`config.mk`:
```
export PLATFORM = sky130hd
export DESIGN_NAME = sd_cmd_seq
export DESIGN_NICKNAME = d
export VERILOG_FILES = /design/src/rtl/sd_types_pkg.sv /design/src/rtl/sdspi_types_pkg.sv /design/src/rtl/sd_crc7.sv /design/src/rtl/sd_cmd_seq.sv
export SDC_FILE = /design/constraint.sdc
export NUM_CORES = 1
export LEC_CHECK = 0
export ABC_AREA = 0
export CAP_MARGIN = 20
export CORE_ASPECT_RATIO = 0.9
export CORE_MARGIN = 2
export CORE_UTILIZATION = 50
export CTS_BUF_LIST = sky130_fd_sc_hd__clkbuf_8
export DETAILED_ROUTE_END_ITERATION = 10
export GPL_TIMING_DRIVEN = 0
export PLACE_DENSITY = 0.76
export SLEW_MARGIN = 20
export SYNTH_ARGS = -nofsm -noshare
export SYNTH_HDL_FRONTEND = slang
export SYNTH_SLANG_ARGS = --single-unit
```
`constraint.sdc`:
```
create_clock -name clk -period 3 [get_ports clk]
set_input_delay 0.9 -clock clk [delete_from_list [all_inputs] [get_ports clk]]
set_output_delay 0.9 -clock clk [all_outputs]
set_load 0.05 [all_outputs]
```
`src/rtl/sd_types_pkg.sv`:
```
// sd_types: SD-card level types and constants.
//   sdBYTE_t      : one byte on the SD bus
//   sdCmdState_t  : sequencer states of sd_cmd_seq
//   CRC7_POLY     : x^7 + x^3 + 1, with the x^7 term implied
//   crc7Byte()    : advances a CRC7 by one byte, MSB first
package sd_types;

  typedef logic [7:0] sdBYTE_t;

  typedef enum logic [3:0] {
    IDLE = 4'd0,
    CSL  = 4'd1,
    PRE  = 4'd2,
    CMD  = 4'd3,
    POLL = 4'd4,
    RESP = 4'd5,
    POST = 4'd6,
    CSH  = 4'd7,
    DONE = 4'd8
  } sdCmdState_t;

  localparam logic [6:0] CRC7_POLY = 7'h09;

  // Shift the eight data bits through the CRC register, MSB first.
  function automatic logic [6:0] crc7Byte(input logic [6:0] crcIn, input sdBYTE_t data);
    logic [6:0] c;
    logic       fb;
    c = crcIn;
    for (int i = 7; i >= 0; i--) begin
      fb = c[6] ^ data[i];
      c  = {c[5:0], 1'b0};
      if (fb) c = c ^ CRC7_POLY;
    end
    return c;
  endfunction

endpackage

```
`src/rtl/sdspi_types_pkg.sv`:
```
// sdspi_types: shared types for the SPI byte engine interface.
//   spiOP_t : operation requested from the byte engine
//             spiNOP = nothing, spiCSL = drive CS low,
//             spiCSH = drive CS high, spiTR = transfer one byte.
package sdspi_types;

  typedef enum logic [1:0] {
    spiNOP = 2'd0,
    spiCSL = 2'd1,
    spiCSH = 2'd2,
    spiTR  = 2'd3
  } spiOP_t;

endpackage

```
`src/rtl/sd_crc7.sv`:
```
// sd_crc7: running CRC7 over command bytes.
// Ports:
//   clk, rst : clock and synchronous active-high reset
//   clear    : restart the CRC at zero
//   update   : fold dataIn into the CRC this cycle
//   dataIn   : byte to fold in
//   crc      : current 7-bit CRC value
module sd_crc7
  import sd_types::*;
(
  input  logic       clk,
  input  logic       rst,
  input  logic       clear,
  input  logic       update,
  input  sdBYTE_t    dataIn,
  output logic [6:0] crc
);

  // The CRC register: clear has priority so a new command always starts
  // from zero, then each update folds in a whole byte in one cycle.
  always_ff @(posedge clk) begin
    if (rst) begin
      crc <= 7'd0;
    end else if (clear) begin
      crc <= 7'd0;
    end else if (update) begin
      crc <= crc7Byte(crc, dataIn);
    end
  end

endmodule

```
`src/rtl/sd_cmd_seq.sv`:
```
// sd_cmd_seq: SD SPI-mode command sequencer.
// Drives a byte engine to send one command frame and collect its response:
// CS low, one 0xFF, 6 command bytes with CRC7, R1 polling (up to POLL_MAX),
// optional 4 trailing response bytes, one 0xFF, then CS high unless the
// caller keeps CS asserted for a following data phase.
// Ports:
//   clk, rst                        : clock, synchronous active-high reset
//   cmdSTART/IDX/ARG/RLEN/KEEPCS    : command request and parameters
//   cmdBUSY, cmdDONE                : handshake back to the requester
//   cmdR1, cmdRESP, cmdTMO          : results, held until the next start
//   spiOP, spiTXD                   : requests to the byte engine
//   spiRXD, spiDONE                 : byte engine results
module sd_cmd_seq
  import sdspi_types::*;
  import sd_types::*;
#(
  parameter int POLL_MAX = 8
) (
  input  logic        clk,
  input  logic        rst,
  input  logic        cmdSTART,
  input  logic [5:0]  cmdIDX,
  input  logic [31:0] cmdARG,
  input  logic        cmdRLEN,
  input  logic        cmdKEEPCS,
  output logic        cmdBUSY,
  output logic        cmdDONE,
  output sdBYTE_t     cmdR1,
  output logic [31:0] cmdRESP,
  output logic        cmdTMO,
  output spiOP_t      spiOP,
  output sdBYTE_t     spiTXD,
  input  sdBYTE_t     spiRXD,
  input  logic        spiDONE
);

  localparam int PW = $clog2(POLL_MAX + 1);
  localparam logic [PW-1:0] POLL_LAST = PW'(POLL_MAX);

  sdCmdState_t   state;
  logic          waitDone;
  logic [2:0]    byteCnt;
  logic [PW-1:0] pollCnt;
  logic [5:0]    idxReg;
  logic [31:0]   argReg;
  logic          rlenReg;
  logic          keepCsReg;
  logic          crcClear;
  logic          crcUpdate;
  logic [6:0]    crcOut;
  sdBYTE_t       cmdByte;

  // Select the command frame byte for the current byte position. The CRC
  // byte reads the CRC register, which has absorbed bytes 0..4 by the time
  // byte 5 is issued because each byte is folded in as it is sent.
  always_comb begin
    cmdByte = 8'hFF;
    case (byteCnt)
      3'd0:    cmdByte = {2'b01, idxReg};
      3'd1:    cmdByte = argReg[31:24];
      3'd2:    cmdByte = argReg[23:16];
      3'd3:    cmdByte = argReg[15:8];
      3'd4:    cmdByte = argReg[7:0];
      3'd5:    cmdByte = {crcOut, 1'b1};
      default: cmdByte = 8'hFF;
    endcase
  end

  // The CRC restarts on an accepted command and absorbs each of the first
  // five frame bytes in the cycle that byte is handed to the byte engine.
  always_comb begin
    crcClear  = (state == IDLE) && cmdSTART && !cmdBUSY;
    crcUpdate = (state == CMD) && !waitDone && (byteCnt != 3'd5);
  end

  sd_crc7 uCrc (
    .clk    (clk),
    .rst    (rst),
    .clear  (crcClear),
    .update (crcUpdate),
    .dataIn (cmdByte),
    .crc    (crcOut)
  );

  // Sequencer. spiOP defaults to NOP every cycle so that every operation is
  // a single-cycle pulse. All byte states share one handshake: issue spiTR
  // once, then sit with waitDone set until spiDONE, and only then decide
  // where to go. Because the decision is registered, the next spiTR can
  // appear no earlier than the cycle after spiDONE.
  always_ff @(posedge clk) begin
    if (rst) begin
      state     <= IDLE;
      waitDone  <= 1'b0;
      byteCnt   <= 3'd0;
      pollCnt   <= '0;
      idxReg    <= 6'd0;
      argReg    <= 32'd0;
      rlenReg   <= 1'b0;
      keepCsReg <= 1'b0;
      spiOP     <= spiNOP;
      spiTXD    <= 8'hFF;
      cmdBUSY   <= 1'b0;
      cmdDONE   <= 1'b0;
      cmdR1     <= 8'hFF;
      cmdRESP   <= 32'd0;
      cmdTMO    <= 1'b0;
    end else begin
      spiOP <= spiNOP;
      case (state)
        IDLE: begin
          cmdDONE <= 1'b0;
          // cmdBUSY is still high during the cmdDONE cycle, which keeps a
          // start in that cycle from being taken.
          if (cmdSTART && !cmdBUSY) begin
            idxReg    <= cmdIDX;
            argReg    <= cmdARG;
            rlenReg   <= cmdRLEN;
            keepCsReg <= cmdKEEPCS;
            cmdBUSY   <= 1'b1;
            cmdTMO    <= 1'b0;
            cmdRESP   <= 32'd0;
            byteCnt   <= 3'd0;
            pollCnt   <= '0;
            state     <= CSL;
          end else begin
            cmdBUSY <= 1'b0;
          end
        end
        CSL: begin
          spiOP <= spiCSL;
          state <= PRE;
        end
        PRE, CMD, POLL, RESP, POST: begin
          if (!waitDone) begin
            spiOP    <= spiTR;
            spiTXD   <= (state == CMD) ? cmdByte : 8'hFF;
            waitDone <= 1'b1;
            if (state == POLL) pollCnt <= pollCnt + 1'b1;
          end else if (spiDONE) begin
            waitDone <= 1'b0;
            spiTXD   <= 8'hFF;
            case (state)
              PRE: begin
                byteCnt <= 3'd0;
                state   <= CMD;
              end
              CMD: begin
                if (byteCnt == 3'd5) begin
                  byteCnt <= 3'd0;
                  state   <= POLL;
                end else begin
                  byteCnt <= byteCnt + 3'd1;
                end
              end
              POLL: begin
                // pollCnt already counts the byte just received, so the
                // POLL_MAX-th byte is still examined before timing out.
                if (!spiRXD[7]) begin
                  cmdR1 <= spiRXD;
                  state <= rlenReg ? RESP : POST;
                end else if (pollCnt == POLL_LAST) begin
                  cmdTMO <= 1'b1;
                  cmdR1  <= 8'hFF;
                  state  <= POST;
                end
              end
              RESP: begin
                cmdRESP <= {cmdRESP[23:0], spiRXD};
                if (byteCnt == 3'd3) begin
                  byteCnt <= 3'd0;
                  state   <= POST;
                end else begin
                  byteCnt <= byteCnt + 3'd1;
                end
              end
              default: state <= CSH;
            endcase
          end
        end
        CSH: begin
          // A timeout always releases CS; the caller's keep request only
          // applies when a data phase can actually follow.
          if (!keepCsReg || cmdTMO) spiOP <= spiCSH;
          state <= DONE;
        end
        DONE: begin
          cmdDONE <= 1'b1;
          state   <= IDLE;
        end
        default: state <= IDLE;
      endcase
    end
  end

endmodule
```
==> results of run 1 <==
## metal layers
metal | part of all wire | vias up | track usage
li1 | - | 2399 | -
met5 | 0 | - | 0
met1 | 0.49 | 2285 | 0.406
met2 | 0.44 | 155 | 0.408
met3 | 0.064 | 12 | 0.0561
met4 | 0.012 | 0 | 0.0680
## timing repair
action,CTS,global route
gates resized for setup,0,2
endpoints found under the setup margin,0,22
buffers inserted,0,1
## power breakdown
| group | total (uW) | switching [uW] | internal, uW |
|---|---|---|---|
| Sequential | 1780 | 119 | 1660 |
| Combinational | 1560 | 1010 | 547 |
| Clock | 907 | 521 | 386 |
| Total | 4250 | 1650 | 2590 |
## kinds of logic (layout without fill, tap and decap cells)
group / Yosys count / count (layout) / synth area share
compound gates: 165 / 165 / 0.198
xor+xnor: 15 / 15 / 0.0266
fa+ha+maj: 8 / 8 / 0.0202
buf+inv: 58 / 179 / 0.0546
flops: 112 / 112 / 0.453
mux: 6 / 6 / 0.0126
simple gates: 263 / 263 / 0.235
## final cells by class
class	count	share of cell area
Sequential cell	112	0.353
Clock buffer	9	0.0195
Clock inverter	6	0.0108
Timing Repair Buffer	106	0.166
Inverter	10	0.00590
Multi-Input combinational cell	457	0.384
Tap cell	126	0.0248
Buffer	48	0.0366
## tightest hold or removal path, stage by stage (launching register included)
cell	delay, ns
dfxtp_1	0.32
nand2_1	0.05
a21oi_1	0.05
## final timing paths
check / from / to / depth (start not counted)
worst max-delay path: byteCnt[1]$_SDFFE_PP0P_ / uCrc.crc[3]$_SDFFE_PP0P_ / 12
worst min-delay path: argReg[9]$_SDFFE_PP0P_ / argReg[9]$_SDFFE_PP0P_ / 2
worst max register to register: byteCnt[1]$_SDFFE_PP0P_ / uCrc.crc[3]$_SDFFE_PP0P_ / 12
worst min register to register: argReg[9]$_SDFFE_PP0P_ / argReg[9]$_SDFFE_PP0P_ / 2
## cell usage in the layout, fill, tap and decap left out, types with 4 or more instances in the layout
cell	n
a21oi_1	102
mux2i_1	4
nor3_1	9
nor2_1	33
ha_1	8
inv_1	9
or3_1	5
nand3_1	36
a211oi_1	9
a221oi_1	4
a22oi_1	4
xnor2_1	8
nand2b_1	4
xor2_1	7
dfxtp_1	112
o21ai_0	13
nand2_1	145
clkbuf_1	38
nor2b_1	7
o22ai_1	10
buf_2	4
buf_6	6
clkbuf_8	9
clkdlybuf4s50_1	104
and2_1	4
## through the flow
step	total power (uW)	hold WS [ns]
2_1_floorplan	2870	0.431
3_3_place_gp	3300	0.441
3_5_place_dp	3340	0.444
4_1_cts	4220	0.463
5_1_grt	4490	0.481
6_report	4250	0.461
## registers in the layout, summed over array words and instances, names as in the netlist
register	flops
idxReg	6
cmdRESP	32
state	4
cmdR1	8
uCrc.crc	7
pollCnt	4
byteCnt	3
spiOP	2
waitDone	1
cmdBUSY	1
cmdTMO	1
argReg	32
cmdDONE	1
keepCsReg	1
spiTXD	8
rlenReg	1
==> impl_metrics.tcl, run 1 <==
set metrics [dict create \
    status "finished clean" \
    cts_tree "yes" \
    tns_ns 0 \
    antenna_found_initial 0 \
    root_buffer "clkbuf_8" \
    hp-class "reg2reg" \
    setup_viol 0 \
    slew_violations 0 \
    cp.arrival_ns 3.24 \
    clk_pin_slew_ns 0.10 \
    grt_pass1_wl_um 22900 \
    gp_congestion 0.925 \
    hpwl_um 10800 \
    hold_viol 0 \
    path_buf_inv 4 \
    die_h_um 98.4 \
    design_area_um2 6360 \
    core_area_um2 9660 \
    p_leak_uw 0.00218 \
    utilization 0.658 \
    synth_cells 627 \
    ys_seq_area_frac 0.453 \
    synth_top_area_frac 0.453 \
    slowest_stage "nor3b_1" \
    layout-drive-gt1-share 0.0521 \
    cts_buffer_depth 2 \
    slowest_delay_ns 0.46 \
    worst_pin_slew_ns 0.761 \
    synthArstFlopShare 0 \
    area_growth_pct 28.5 \
    yosysWarnings 0 \
    synth.avg_cell_area_um2 7.89 \
    dpl_worst_slack_ns -0.209 \
    fmax_ghz 0.342 \
    critPathCaptureType "flop" \
    synth_edf_count 0 \
    critPathMaxFanout 10 \
    max_slew_margin 0.488 \
    initial_core_util 0.512 \
    htreeDepth 3 \
    finClkSkew_ns 0.0131 \
    cts_made_buffers 9 \
    yosys-top-cells-area "dfxtp_1 45%, nand2_1 11%, a21oi_1 10%, nand3_1 3.6%, clkbuf_1 2.9%" \
    nets 804 \
    synthTopCellsByCount "145 x nand2_1, 112 x dfxtp_1, 102 x a21oi_1, 38 x clkbuf_1, 36 x nand3_1" \
    place_inst 858 \
    finalCritPeriodShare 0.974 \
    wl_per_cell_um 16.2 \
    path_class "reg2reg" \
    multi_input_area_um2 2440 \
    n_antenna_cell 0 \
    yosysTopAreaCell "dfxtp_1" \
    synth-main-ff-cell "dfxtp_1" \
    die_w_um 109 \
    overflow 0 \
    post-synth-top-count-cell "nand2_1" \
    hold_buffers 0 \
    critPathTopFamily "simple AND/OR/NAND/NOR gates" \
    rows 34 \
    first_pass_iters 5 \
    setup_ws_ns 0.0794 \
    post-route-drc-count 0 \
    min_period_ns 2.92 \
    p_per_area_nw_per_um2 668 \
    clock_latency_ns 0.39 \
    num_io_pins 105 \
    ir_drop_mv 0.345 \
    ant_nets 0 \
    routed_wl_um 14200 \
    seq_area_um2 2240 \
    via_per_inst 5.55 \
    cts.sinks 112 \
    crit_chain "buf_6 > inv_1 > ha_1 > buf_6 > clkbuf_1 > nor3b_1 > a21oi_1 > nor2_2 > xor2_1 > xnor2_1 > or3_1 > a21oi_1" \
    synth.distinct_cells 55 \
    ys_seq_elements 112 \
    track_usage 0.275 \
    drt_iter0_drc 302 \
    grt_pass1_vias 4578 \
    syn_area_um2 4950 \
    start_kind "flop" \
    grt_max_degree 19 \
    syn_nets 687 \
    maxCapViolCount 0 \
    vias 4851 \
    place_area_um2 6150 \
    crit_required_ns 3.32 \
    die-area_um2 10700 \
    io_buffers 104 \
    fillerInstances 829 \
    rrSetupSlack_ns 0.08 \
    rsz0062_at_grt "true" \
    fin_cells 874 \
]
Note: power is estimated with default switching activity, not from simulation.
==> run 2: changes to the inputs <==
--- a/config.mk
+++ b/config.mk
@@ -11,6 +11,7 @@
 export CORE_MARGIN = 2
 export CORE_UTILIZATION = 50
 export CTS_BUF_LIST = sky130_fd_sc_hd__clkbuf_8
+export CTS_CLUSTER_SIZE = 24
 export DETAILED_ROUTE_END_ITERATION = 10
 export GPL_TIMING_DRIVEN = 0
 export PLACE_DENSITY = 0.76
==> results of run 2 <==
No change in the layout: final DEF, timing and power equal those of run 1.
==> run 3: changes to the inputs <==
--- a/config.mk
+++ b/config.mk
@@ -11,6 +11,7 @@
 export CORE_MARGIN = 2
 export CORE_UTILIZATION = 50
 export CTS_BUF_LIST = sky130_fd_sc_hd__clkbuf_8
+export CTS_CLUSTER_DIAMETER = 50
 export CTS_CLUSTER_SIZE = 24
 export DETAILED_ROUTE_END_ITERATION = 10
 export GPL_TIMING_DRIVEN = 0
==> results of run 3 <==
No change in the layout: final DEF, timing and power equal those of run 1.
